$ cat config.mk
export PLATFORM = sky130hd
export DESIGN_NAME = regfile_dump
export DESIGN_NICKNAME = d
export VERILOG_FILES = /design/src/rtl/regfile_dump.sv
export SDC_FILE = /design/constraint.sdc
export NUM_CORES = 1
export LEC_CHECK = 0
export BUFFER_PORTS_ARGS = -buffer_cell sky130_fd_sc_hd__buf_2
export CAP_MARGIN = 25
export CORE_MARGIN = 2
export CORE_UTILIZATION = 42
export DETAILED_ROUTE_END_ITERATION = 10
export GPL_TIMING_DRIVEN = 0
export PLACE_DENSITY = 0.75
export SYNTH_ARGS = -nofsm -noshare
export SYNTH_HDL_FRONTEND = slang
export SYNTH_SLANG_ARGS = --single-unit
$ cat constraint.sdc
create_clock -name clk -period 1.7 [get_ports clk]
set_clock_uncertainty 0.15 [all_clocks]
set_input_delay 0 -clock clk [delete_from_list [all_inputs] [get_ports clk]]
set_output_delay 0 -clock clk [all_outputs]
set_load 0.1 [all_outputs]
$ cat src/rtl/regfile_dump.sv
// regfile_dump: sequential read-side sweeper for the register file.
// On a start pulse it walks an inclusive address range [first_addr, last_addr]
// through one regfile read port and streams each value out on a valid/ready
// interface, tagged with its register number. It owns the read port while busy.
//
// Ports:
//   clk         system clock, rising edge
//   reset       asynchronous active-low reset
//   start       one-cycle dump request, sampled only in IDLE
//   first_addr  first register to dump (sampled with start)
//   last_addr   last register to dump, inclusive (sampled with start)
//   ra          address driven to the regfile read port
//   rd          regfile read data, combinational from ra
//   m_valid     output beat valid
//   m_ready     sink accepts beat
//   m_data      register value
//   m_addr      register number of m_data
//   m_last      beat is the last of the dump
//   busy        dump in progress
//   done        one-cycle pulse after the final beat is accepted
//   err         one-cycle pulse when a start is rejected (first_addr > last_addr)
module regfile_dump #(
    parameter int N_ADDR_W = 5,
    parameter int DATA_W   = 64
) (
    input  logic                clk,
    input  logic                reset,
    input  logic                start,
    input  logic [N_ADDR_W-1:0] first_addr,
    input  logic [N_ADDR_W-1:0] last_addr,
    output logic [N_ADDR_W-1:0] ra,
    input  logic [DATA_W-1:0]   rd,
    output logic                m_valid,
    input  logic                m_ready,
    output logic [DATA_W-1:0]   m_data,
    output logic [N_ADDR_W-1:0] m_addr,
    output logic                m_last,
    output logic                busy,
    output logic                done,
    output logic                err
);

    typedef enum logic [1:0] {
        ST_IDLE  = 2'd0,
        ST_FETCH = 2'd1,
        ST_SEND  = 2'd2
    } state_t;

    state_t              state_r, state_s;
    logic [N_ADDR_W-1:0] cur_r, cur_s;
    logic [N_ADDR_W-1:0] last_q_r, last_q_s;
    logic [N_ADDR_W-1:0] ra_r, ra_s;
    logic                m_valid_r, m_valid_s;
    logic [DATA_W-1:0]   m_data_r, m_data_s;
    logic [N_ADDR_W-1:0] m_addr_r, m_addr_s;
    logic                m_last_r, m_last_s;
    logic                busy_r, busy_s;
    logic                done_r, done_s;
    logic                err_r, err_s;

    logic                range_ok_s;
    logic [N_ADDR_W-1:0] cur_inc_s;

    assign range_ok_s = (first_addr <= last_addr);
    // cur never passes last_q, so this increment cannot wrap in practice.
    assign cur_inc_s  = cur_r + N_ADDR_W'(1);

    // FSM state register
    always_ff @(posedge clk or negedge reset) begin
        if (!reset) begin
            state_r <= ST_IDLE;
        end else begin
            state_r <= state_s;
        end
    end

    // FSM next-state logic
    always_comb begin
        state_s = state_r;
        case (state_r)
            ST_IDLE: begin
                if (start && range_ok_s) begin
                    state_s = ST_FETCH;
                end else begin
                    state_s = ST_IDLE;
                end
            end
            ST_FETCH: begin
                state_s = ST_SEND;
            end
            ST_SEND: begin
                if (m_ready) begin
                    if (m_last_r) begin
                        state_s = ST_IDLE;
                    end else begin
                        state_s = ST_FETCH;
                    end
                end else begin
                    state_s = ST_SEND;
                end
            end
            default: begin
                state_s = ST_IDLE;
            end
        endcase
    end

    // Next values of the datapath and (registered) outputs per state
    always_comb begin
        cur_s     = cur_r;
        last_q_s  = last_q_r;
        ra_s      = ra_r;
        m_valid_s = m_valid_r;
        m_data_s  = m_data_r;
        m_addr_s  = m_addr_r;
        m_last_s  = m_last_r;
        busy_s    = busy_r;
        done_s    = 1'b0;
        err_s     = 1'b0;
        case (state_r)
            ST_IDLE: begin
                if (start) begin
                    if (range_ok_s) begin
                        cur_s    = first_addr;
                        ra_s     = first_addr;
                        last_q_s = last_addr;
                        busy_s   = 1'b1;
                    end else begin
                        err_s    = 1'b1;
                    end
                end else begin
                    busy_s = 1'b0;
                end
            end
            ST_FETCH: begin
                // rd reflects ra during this cycle: no snapshot of the file.
                m_data_s  = rd;
                m_addr_s  = cur_r;
                m_last_s  = (cur_r == last_q_r);
                m_valid_s = 1'b1;
            end
            ST_SEND: begin
                if (m_ready) begin
                    m_valid_s = 1'b0;
                    if (m_last_r) begin
                        m_last_s = 1'b0;
                        busy_s   = 1'b0;
                        done_s   = 1'b1;
                    end else begin
                        cur_s = cur_inc_s;
                        ra_s  = cur_inc_s;
                    end
                end else begin
                    m_valid_s = m_valid_r;
                end
            end
            default: begin
                m_valid_s = 1'b0;
                busy_s    = 1'b0;
            end
        endcase
    end

    // Datapath and output registers
    always_ff @(posedge clk or negedge reset) begin
        if (!reset) begin
            cur_r     <= {N_ADDR_W{1'b0}};
            last_q_r  <= {N_ADDR_W{1'b0}};
            ra_r      <= {N_ADDR_W{1'b0}};
            m_valid_r <= 1'b0;
            m_data_r  <= {DATA_W{1'b0}};
            m_addr_r  <= {N_ADDR_W{1'b0}};
            m_last_r  <= 1'b0;
            busy_r    <= 1'b0;
            done_r    <= 1'b0;
            err_r     <= 1'b0;
        end else begin
            cur_r     <= cur_s;
            last_q_r  <= last_q_s;
            ra_r      <= ra_s;
            m_valid_r <= m_valid_s;
            m_data_r  <= m_data_s;
            m_addr_r  <= m_addr_s;
            m_last_r  <= m_last_s;
            busy_r    <= busy_s;
            done_r    <= done_s;
            err_r     <= err_s;
        end
    end

    assign ra      = ra_r;
    assign m_valid = m_valid_r;
    assign m_data  = m_data_r;
    assign m_addr  = m_addr_r;
    assign m_last  = m_last_r;
    assign busy    = busy_r;
    assign done    = done_r;
    assign err     = err_r;

endmodule

# Word level (Yosys, flattened, before mapping)
# Cells that the tools add are included.
# word_totals
memories	0
mem_bits_rw	0
rom_bits	0
output_inout_bits	79
word_cells	55
latch_bits	0
regBits	86
in_bits	78
# op_classes
n_mux	23
addsub	1
div	0
reduce_logical	9
bitwise	2
order_cmp	1
n_eq_ne	9
n_mul	0
n_shift	0
# ops
operator	n
two-way mux 5 bit	4
two-way mux 1 bit	13
inequality test 2 bit, second input constant	5
case mux 5 bit (2 select lines)	1
case mux 1 bit (3 select lines)	2
case mux 2 bit (3 select lines)	1
adder 5 x 1 -> 5 bit, second input constant	1
== test 5 bit	1
<= comparator 5 bit	1
AND reduction 5 bit	1
AND reduction 2 bit	2
AND reduction 4 bit	1
nonzero test 2 bit	2
inequality test 3 bit, second input constant	1
AND reduction 3 bit	1
== test 2 x 1 -> 1 bit, second input constant	1
== test 2 bit, second input constant	1
logical NOT 2 bit	1
two-way mux 2 bit	1
NOT 1 bit	2
case mux 1 bit (2 select lines)	1
logical AND 1 bit	1

# Depth between registers and ports, before layout
# Gate-level depths: netlist of run 1.
# logic_depth
word_depth	4
ltp_mapped	8

# Least setup slack after synthesis of run 1
# No wires, ideal clock.
# synth_path
path_kind	reg-to-reg
from	register ra[0] (netlist name)
to	register ra_r[4] (netlist: ra[4])
arrival_time_ps	1771
setup_ps	90
stages_incl_launch_ff	6
setup_slack_ps	-311
n_path_buf	0
t_required_ps	1460
period_less_slack_ps	2011
path_cell_list	dfrtp_1 ha_1 nand3_1 nor3_1 a21oi_1 o221ai_1
# synth_lines
element	line	source
end signal, assigned	169	ra_r <= {N_ADDR_W{1'b0}};
end signal, assigned	180	ra_r <= ra_s;
end, declared	52	logic [N_ADDR_W-1:0] ra_r, ra_s;

# Worst setup path in the final report of run 1
# layout_path
from	register state_r[1]
to	register last_q_r[4]
# layout_via
elab_chain_cells	2
# layout_rtl
element	line	source
start, declared	49	state_t state_r, state_s;
start signal, assigned	73	state_r <= state_s;
logical NOT 2 bit	120	case (state_r)
AND reduction 3 bit (no source line)	n/a	
end signal, assigned	168	last_q_r <= {N_ADDR_W{1'b0}};
end signal, assigned	179	last_q_r <= last_q_s;
end, declared	51	logic [N_ADDR_W-1:0] last_q_r, last_q_s;
# Every way passes these cells.
# A chain may end at the register's enable or synchronous reset.

==> reports/qor.yml, run 1 <==
slew_viol_final: 0
pre_cts_ws_ps: -95.0
synth_cell_types: 38
grt.total_usage_pct: 20.8
io_pins: 157
grt_pass1_vias: 2993
hold_violations: 1
dpl.hpwl_um: 5850
hp-start: "last_addr[4]"
nets: 582
drcViolationCount: 0
worstPathArrival_ps: 1820
worst_pin_slew_ps: 523
r2r_start: "state_r[1]$_DFF_PN0_"
synth_area_per_cell_um2: 14.4
yosys_register_bits: 86
whs_ps: -249
place.gp.congestion: 0.835
cp-startpoint: "state_r[1]$_DFF_PN0_"
numPortBuffers: 156
drtIter0Drc: 75
grt_pass1_wl_um: 14500
setup_viol: 7
dr_total_vias: 2958
max_freq_ghz: 0.574
timing.final.ws_setup_ps: -43.5
status: "finished with violations"
layout.area.seq_mm2: 0.00216
firstDrtPassIters: 5
violations: "hold timing, setup timing"
placed_area_mm2: 0.00450
period_share_pct: 103
clk_latency_ps: 340
syn_inst: 246
rsz0062_at_grt: "yes"
fin_cells: 608
critical_path.max_fanout: 7
cts_sinks: 86
fp.coreArea_mm2: 0.00822
min_path_type: "input port to register"
maxCapViolations: 0
path_clk_slew_ps: 90
criticalPathCategory: "register to register"
yosysWarnings: 0
cts_tree: "yes"
seq_area_frac_synth_pct: 60.6
cp-end-kind: "register"
wl_um: 9600
rr_endpoint: "last_q_r[4]$_DFFE_PN0P_"
grt_antenna_before_repair: 0
wl_per_cell_um: 15.8
synth-edff-count: 0
grt_overflow: 0
max_slew_margin_pct: 65.4
fp.dieH_um: 96.0
hold_buffers: 78
multi_input_area_mm2: 0.00136
rows: 33
final_area_mm2: 0.00565
fill_cells: 583
start_util_pct: 43.2
syn-cell-area_mm2: 0.00355
htreeDepth: 3
hold-path-cell-count: 2
grt_start_max_net_pins: 52
rrSetupSlack_ps: -40
antenna_cells: 0
cts-root-buf: "clkbuf_8"
syn_to_final_growth_pct: 59.0
die_area_mm2: 0.00921
ant_nets: 0
clk_path_buf_depth: 2
synthArstFlopShare_pct: 100
syn-num-nets: 330
cp_data_required_time_ps: 1780
die_w_um: 96.0
drive_gt1_share_pct: 45.9
min_to: "last_q_r[4]$_DFFE_PN0P_"
fin_crit_ps: 1740
synth_top_flop_cell: "dfrtp_1"
cts_inserted_buffers: 9
start_kind: "register"
dp_cells: 508
r2r_cells: 5
via_per_inst: 4.87
[metrics by stage]
stage	util, %	TNS [ps]
after floorplan	-	0
after global placement	54.4	-20910
after detailed placement	54.8	-3610
after CTS	67.8	-56.0
after global routing	68.7	-785
final	68.7	-159
[worst max-delay path, cell delays in order, from the launching register on]
cell,delay (ps)
dfrtp_2,490
nor3b_4,260
nand3_2,130
o31ai_4,80
buf_6,190
mux2_1,320
[sequential cells by signal, indices dropped and copies added (netlist names)]
register  flops
m_last        1
m_data       64
done          1
err           1
last_q_r      5
state_r       2
ra            5
m_addr        5
busy          1
m_valid       1
[layout make-up]
class	count	share of cell area [%]
buffer	10	1.99
clock buffer	10	2.26
clock inverter	6	1.24
inverter	8	0.532
multi-input combinational	141	24.0
sequential	86	38.3
tap	105	2.33
timing repair buffer	242	29.3
[synth_stat cells, types with 2 or more instances]
cell | n | area, um^2
a21o_1 | 2 | 15.0
a21oi_1 | 4 | 20.0
and3_1 | 4 | 25.0
buf_2 | 8 | 40.0
dfrtp_1 | 86 | 2150
ha_1 | 6 | 75.1
inv_1 | 7 | 26.3
mux2_1 | 51 | 574
mux2_2 | 23 | 259
nand2_1 | 7 | 26.3
nand2b_1 | 3 | 18.8
nand3_1 | 6 | 30.0
nor2_1 | 4 | 15.0
nor2b_1 | 2 | 12.5
nor3_1 | 4 | 20.0
nor3b_2 | 2 | 25.0
o21ai_0 | 2 | 10.0
o221ai_1 | 2 | 17.5
xnor2_1 | 2 | 17.5
xor2_1 | 3 | 26.3
[layer usage]
layer / GRT usage, % / routed length, um / vias to the layer above
met5: 0 / 0 / -
met1: 23.7 / 3770 / 1461
li1: - / - / 1374
met2: 37.9 / 5040 / 111
met4: 4.52 / 126 / 0
met3: 6.58 / 656 / 12
[cell usage in the layout (no fill, tap or decap), drive strengths merged, types with 2 or more instances in the layout]
cell / n
a21o: 2
a21oi: 5
and3: 4
buf: 174
clkbuf: 10
clkinv: 5
dfrtp: 86
dlygate4sd3: 78
ha: 6
inv: 8
mux2: 74
nand2: 7
nand2b: 3
nand3: 6
nor2: 5
nor2b: 2
nor3: 4
nor3b: 3
o21ai: 3
o221ai: 2
o31ai: 2
xnor2: 2
xor2: 3
[repair_timing]
item	in CTS	in global routing
setup endpoints to repair	74	79
buffers inserted	6	1
resized for setup	12	18
pin swaps	3	4
hold endpoints to repair	167	1
[worst max path at each step]
stage / cells past startpoint / to / slack, ps
after detailed placement: 7 / last_q_r[4]$_DFFE_PN0P_ / -100
after global placement: 1 / m_last$_DFFE_PN0P_ / -360
final: 5 / last_q_r[4]$_DFFE_PN0P_ / -40
after CTS: 5 / last_q_r[4]$_DFFE_PN0P_ / -30
after floorplan: 5 / ra[4]$_DFFE_PN0P_ / 40
after global routing: 5 / last_q_r[4]$_DFFE_PN0P_ / -110
[kinds of logic after synthesis]
family                   synth area share (%)
AO/OA/AOI/OAI                            4.55
XOR/XNOR                                 1.23
adder cells (fa/ha/maj)                  2.11
buffers and inverters                    2.61
flip-flops                               60.6
multiplexers                             23.5
AND/OR/NAND/NOR                          5.43
Power of run 1 is not shown: default switching activity piles up to over one toggle a cycle in this logic, so the estimate is an artifact.
==> run 2, diff against run 1 <==
==> constraint.sdc (replaced) <==
create_clock -name clk -period 1.7 [get_ports clk]
set_clock_uncertainty 0.15 [all_clocks]
set_input_delay 0.255 -clock clk [delete_from_list [all_inputs] [get_ports clk]]
set_output_delay 0.255 -clock clk [all_outputs]
set_load 0.1 [all_outputs]
==> run 2 against run 1 <==
Against the previous run: the run ends with setup timing left; global-route usage decreased by 1.3 points; wire length decreased by 5.2%; register-to-register slack got worse by 30 ps; via count decreased by 3.4%; critical path depth increased by 1; die area unchanged; fmax decreased by 1.4%; sequential share of layout area increased by 0.36 points.
==> reports/qor.yml, run 2 (synthesis gave the netlist of run 1 again) <==
status: "finished with violations"
violations: "setup timing"
wl_per_cell_um: 15.2  # -3.8%
nets: 574  # -1.4%
hold-path-cell-count: 2  # unchanged
timing.final.ws_setup_ps: -69.0  # -25.5 ps
layout.area.seq_mm2: 0.00216  # unchanged
grt_pass1_wl_um: 13700  # -5.4%
clk_path_buf_depth: 2  # unchanged
via_per_inst: 4.77  # -2.0%
fin_crit_ps: 1770  # +25.5 ps
wl_um: 9090  # -5.2%
drtIter0Drc: 82  # +9.3%
drcViolationCount: 0  # unchanged
r2r_start: "state_r[1]$_DFF_PN0_"
grt_antenna_before_repair: 0  # unchanged
clk_latency_ps: 340  # about the same
maxCapViolations: 0  # unchanged
slew_viol_final: 0  # unchanged
worstPathArrival_ps: 1840  # +20 ps
die_area_mm2: 0.00921  # unchanged
drive_gt1_share_pct: 49.0  # +3.1 points
max_slew_margin_pct: 62.3  # -3.1 points
multi_input_area_mm2: 0.00140  # +2.9%
numPortBuffers: 156  # unchanged
pre_cts_ws_ps: -268  # -173 ps
max_freq_ghz: 0.565  # -1.4%
grt_pass1_vias: 2989  # -0.13%
dr_total_vias: 2856  # -3.4%
antenna_cells: 0  # unchanged
dpl.hpwl_um: 5770  # -1.4%
cp-end-kind: "register"
place.gp.congestion: 0.833  # -0.28%
cts_tree: "yes"
fill_cells: 594  # +1.9%
min_path_type: "input port to register"
ant_nets: 0  # unchanged
cts-root-buf: "clkbuf_8"
grt_overflow: 0  # unchanged
start_util_pct: 43.2  # unchanged
die_w_um: 96.0  # unchanged
worstPathCellList: "nor2_2, nand2_2, o31ai_4, buf_4, a21oi_4, a211o_1"
io_pins: 157  # unchanged
placed_area_mm2: 0.00453  # +0.61%
largest_register_ffs: 64  # unchanged
firstDrtPassIters: 4  # -1
cts_inserted_buffers: 9  # unchanged
period_share_pct: 104  # +1.5 points
worst_pin_slew_ps: 565  # +42.7 ps
min_to: "last_q_r[4]$_DFFE_PN0P_"
final_area_mm2: 0.00559  # -0.93%
whs_ps: 21.4  # +271 ps
fp.dieH_um: 96.0  # unchanged
final_common_cell: "buf_2"
hp-start: "last_addr[4]"
cp_data_required_time_ps: 1770  # about the same
critPathSlowestCell: "dfrtp_2"
htreeDepth: 3  # unchanged
cp_num_buf_inv: 1  # unchanged
grt_start_max_net_pins: 45  # -13%
setup_viol: 9  # +2
rr_endpoint: "ra[0]$_DFFE_PN0P_"
mostFrequentLayoutCells: "buf_2, dfrtp_1, dlygate4sd3_1"
rrSetupSlack_ps: -70  # -30 ps
rsz0062_at_grt: "yes"
rows: 33  # unchanged
criticalPathCategory: "register to register"
hold_violations: 0  # -1
r2r_cells: 6  # +1
syn_to_final_growth_pct: 57.5
crit_family: "compound AO/OA/AOI/OAI gates"
grt.total_usage_pct: 19.5  # -1.3 points
path_clk_slew_ps: 80  # about the same
cts_sinks: 86  # unchanged
critical_path.max_fanout: 8  # +1
fp.coreArea_mm2: 0.00822  # unchanged
start_kind: "register"
slowest_delay_ps: 490  # about the same
[run 2: changes by cell type in the layout (fill, tap and decap cells not counted), moves of 2 or more]
cell	previous run	this run
ha_1	6	4
mux2_4	1	5
clkinvlp_4	0	2
dlygate4sd3_1	78	68
buf_4	7	16
ha_4	0	2
inv_1	7	5
mux2_1	50	46
clkinv_4	3	1
buf_6	10	3
[run 2: per-stage QoR]
stage / utilization [%] / TNS (ps) / cells
floorplan: - / -75.4 / 246
global placement: 54.8 / -44830 / 507
detailed placement: 55.1 / -3400 / 508
CTS: 67.3 / -25.1 / 597
global route: 68.1 / -816 / 599
finish: 68.1 / -359 / 599
[run 2: worst max-delay path by stage]
| stage | cells after the start | end | start |
|---|---|---|---|
| 3_5_place_dp | 8 | last_q_r[2]$_DFFE_PN0P_ | last_addr[2] |
| 3_3_place_gp | 1 | m_last$_DFFE_PN0P_ | reset |
| 6_report | 6 | ra[0]$_DFFE_PN0P_ | state_r[1]$_DFF_PN0_ |
| 4_1_cts | 6 | last_q_r[2]$_DFFE_PN0P_ | state_r[0]$_DFF_PN0_ |
| 5_1_grt | 7 | ra[1]$_DFFE_PN0P_ | state_r[1]$_DFF_PN0_ |
| 2_1_floorplan | 7 | last_q_r[1]$_DFFE_PN0P_ | last_addr[2] |
[run 2: layout make-up]
type | count | share of cell area, %
buffer | 10 | 1.54
inverter | 8 | 0.582
clock inverter | 5 | 1.50
sequential | 86 | 38.6
tap | 105 | 2.35
clock buffer | 10 | 2.46
multi-input combinational | 141 | 25.0
timing repair buffer | 234 | 28.0
[run 2: worst register-to-register path: stages, from the launching register on]
cell and delay [ps]:
dfrtp_2 490, nor2_2 150, nand2_2 100, o31ai_4 230, buf_4 180, a21oi_4 50, a211o_1 310
[run 2: timing repair]
action | 4_1_cts | 5_1_grt
setup endpoints to repair | 78 | 79
pin swaps | 4 | 2
endpoints found under the hold margin | 110 | 0
gates resized for setup | 14 | 11
buffers inserted | 6 | 3
hold buffers | 68 | 0
[run 2: routing by layer]
| layer | global-route usage (%) | wire length, um |
|---|---|---|
| met1 | 22.3 | 3660 |
| met2 | 34.7 | 4720 |
| met3 | 6.34 | 600 |
| met4 | 5.83 | 121 |
| met5 | 0 | 0 |
Power of run 2 is left out for the same reason.
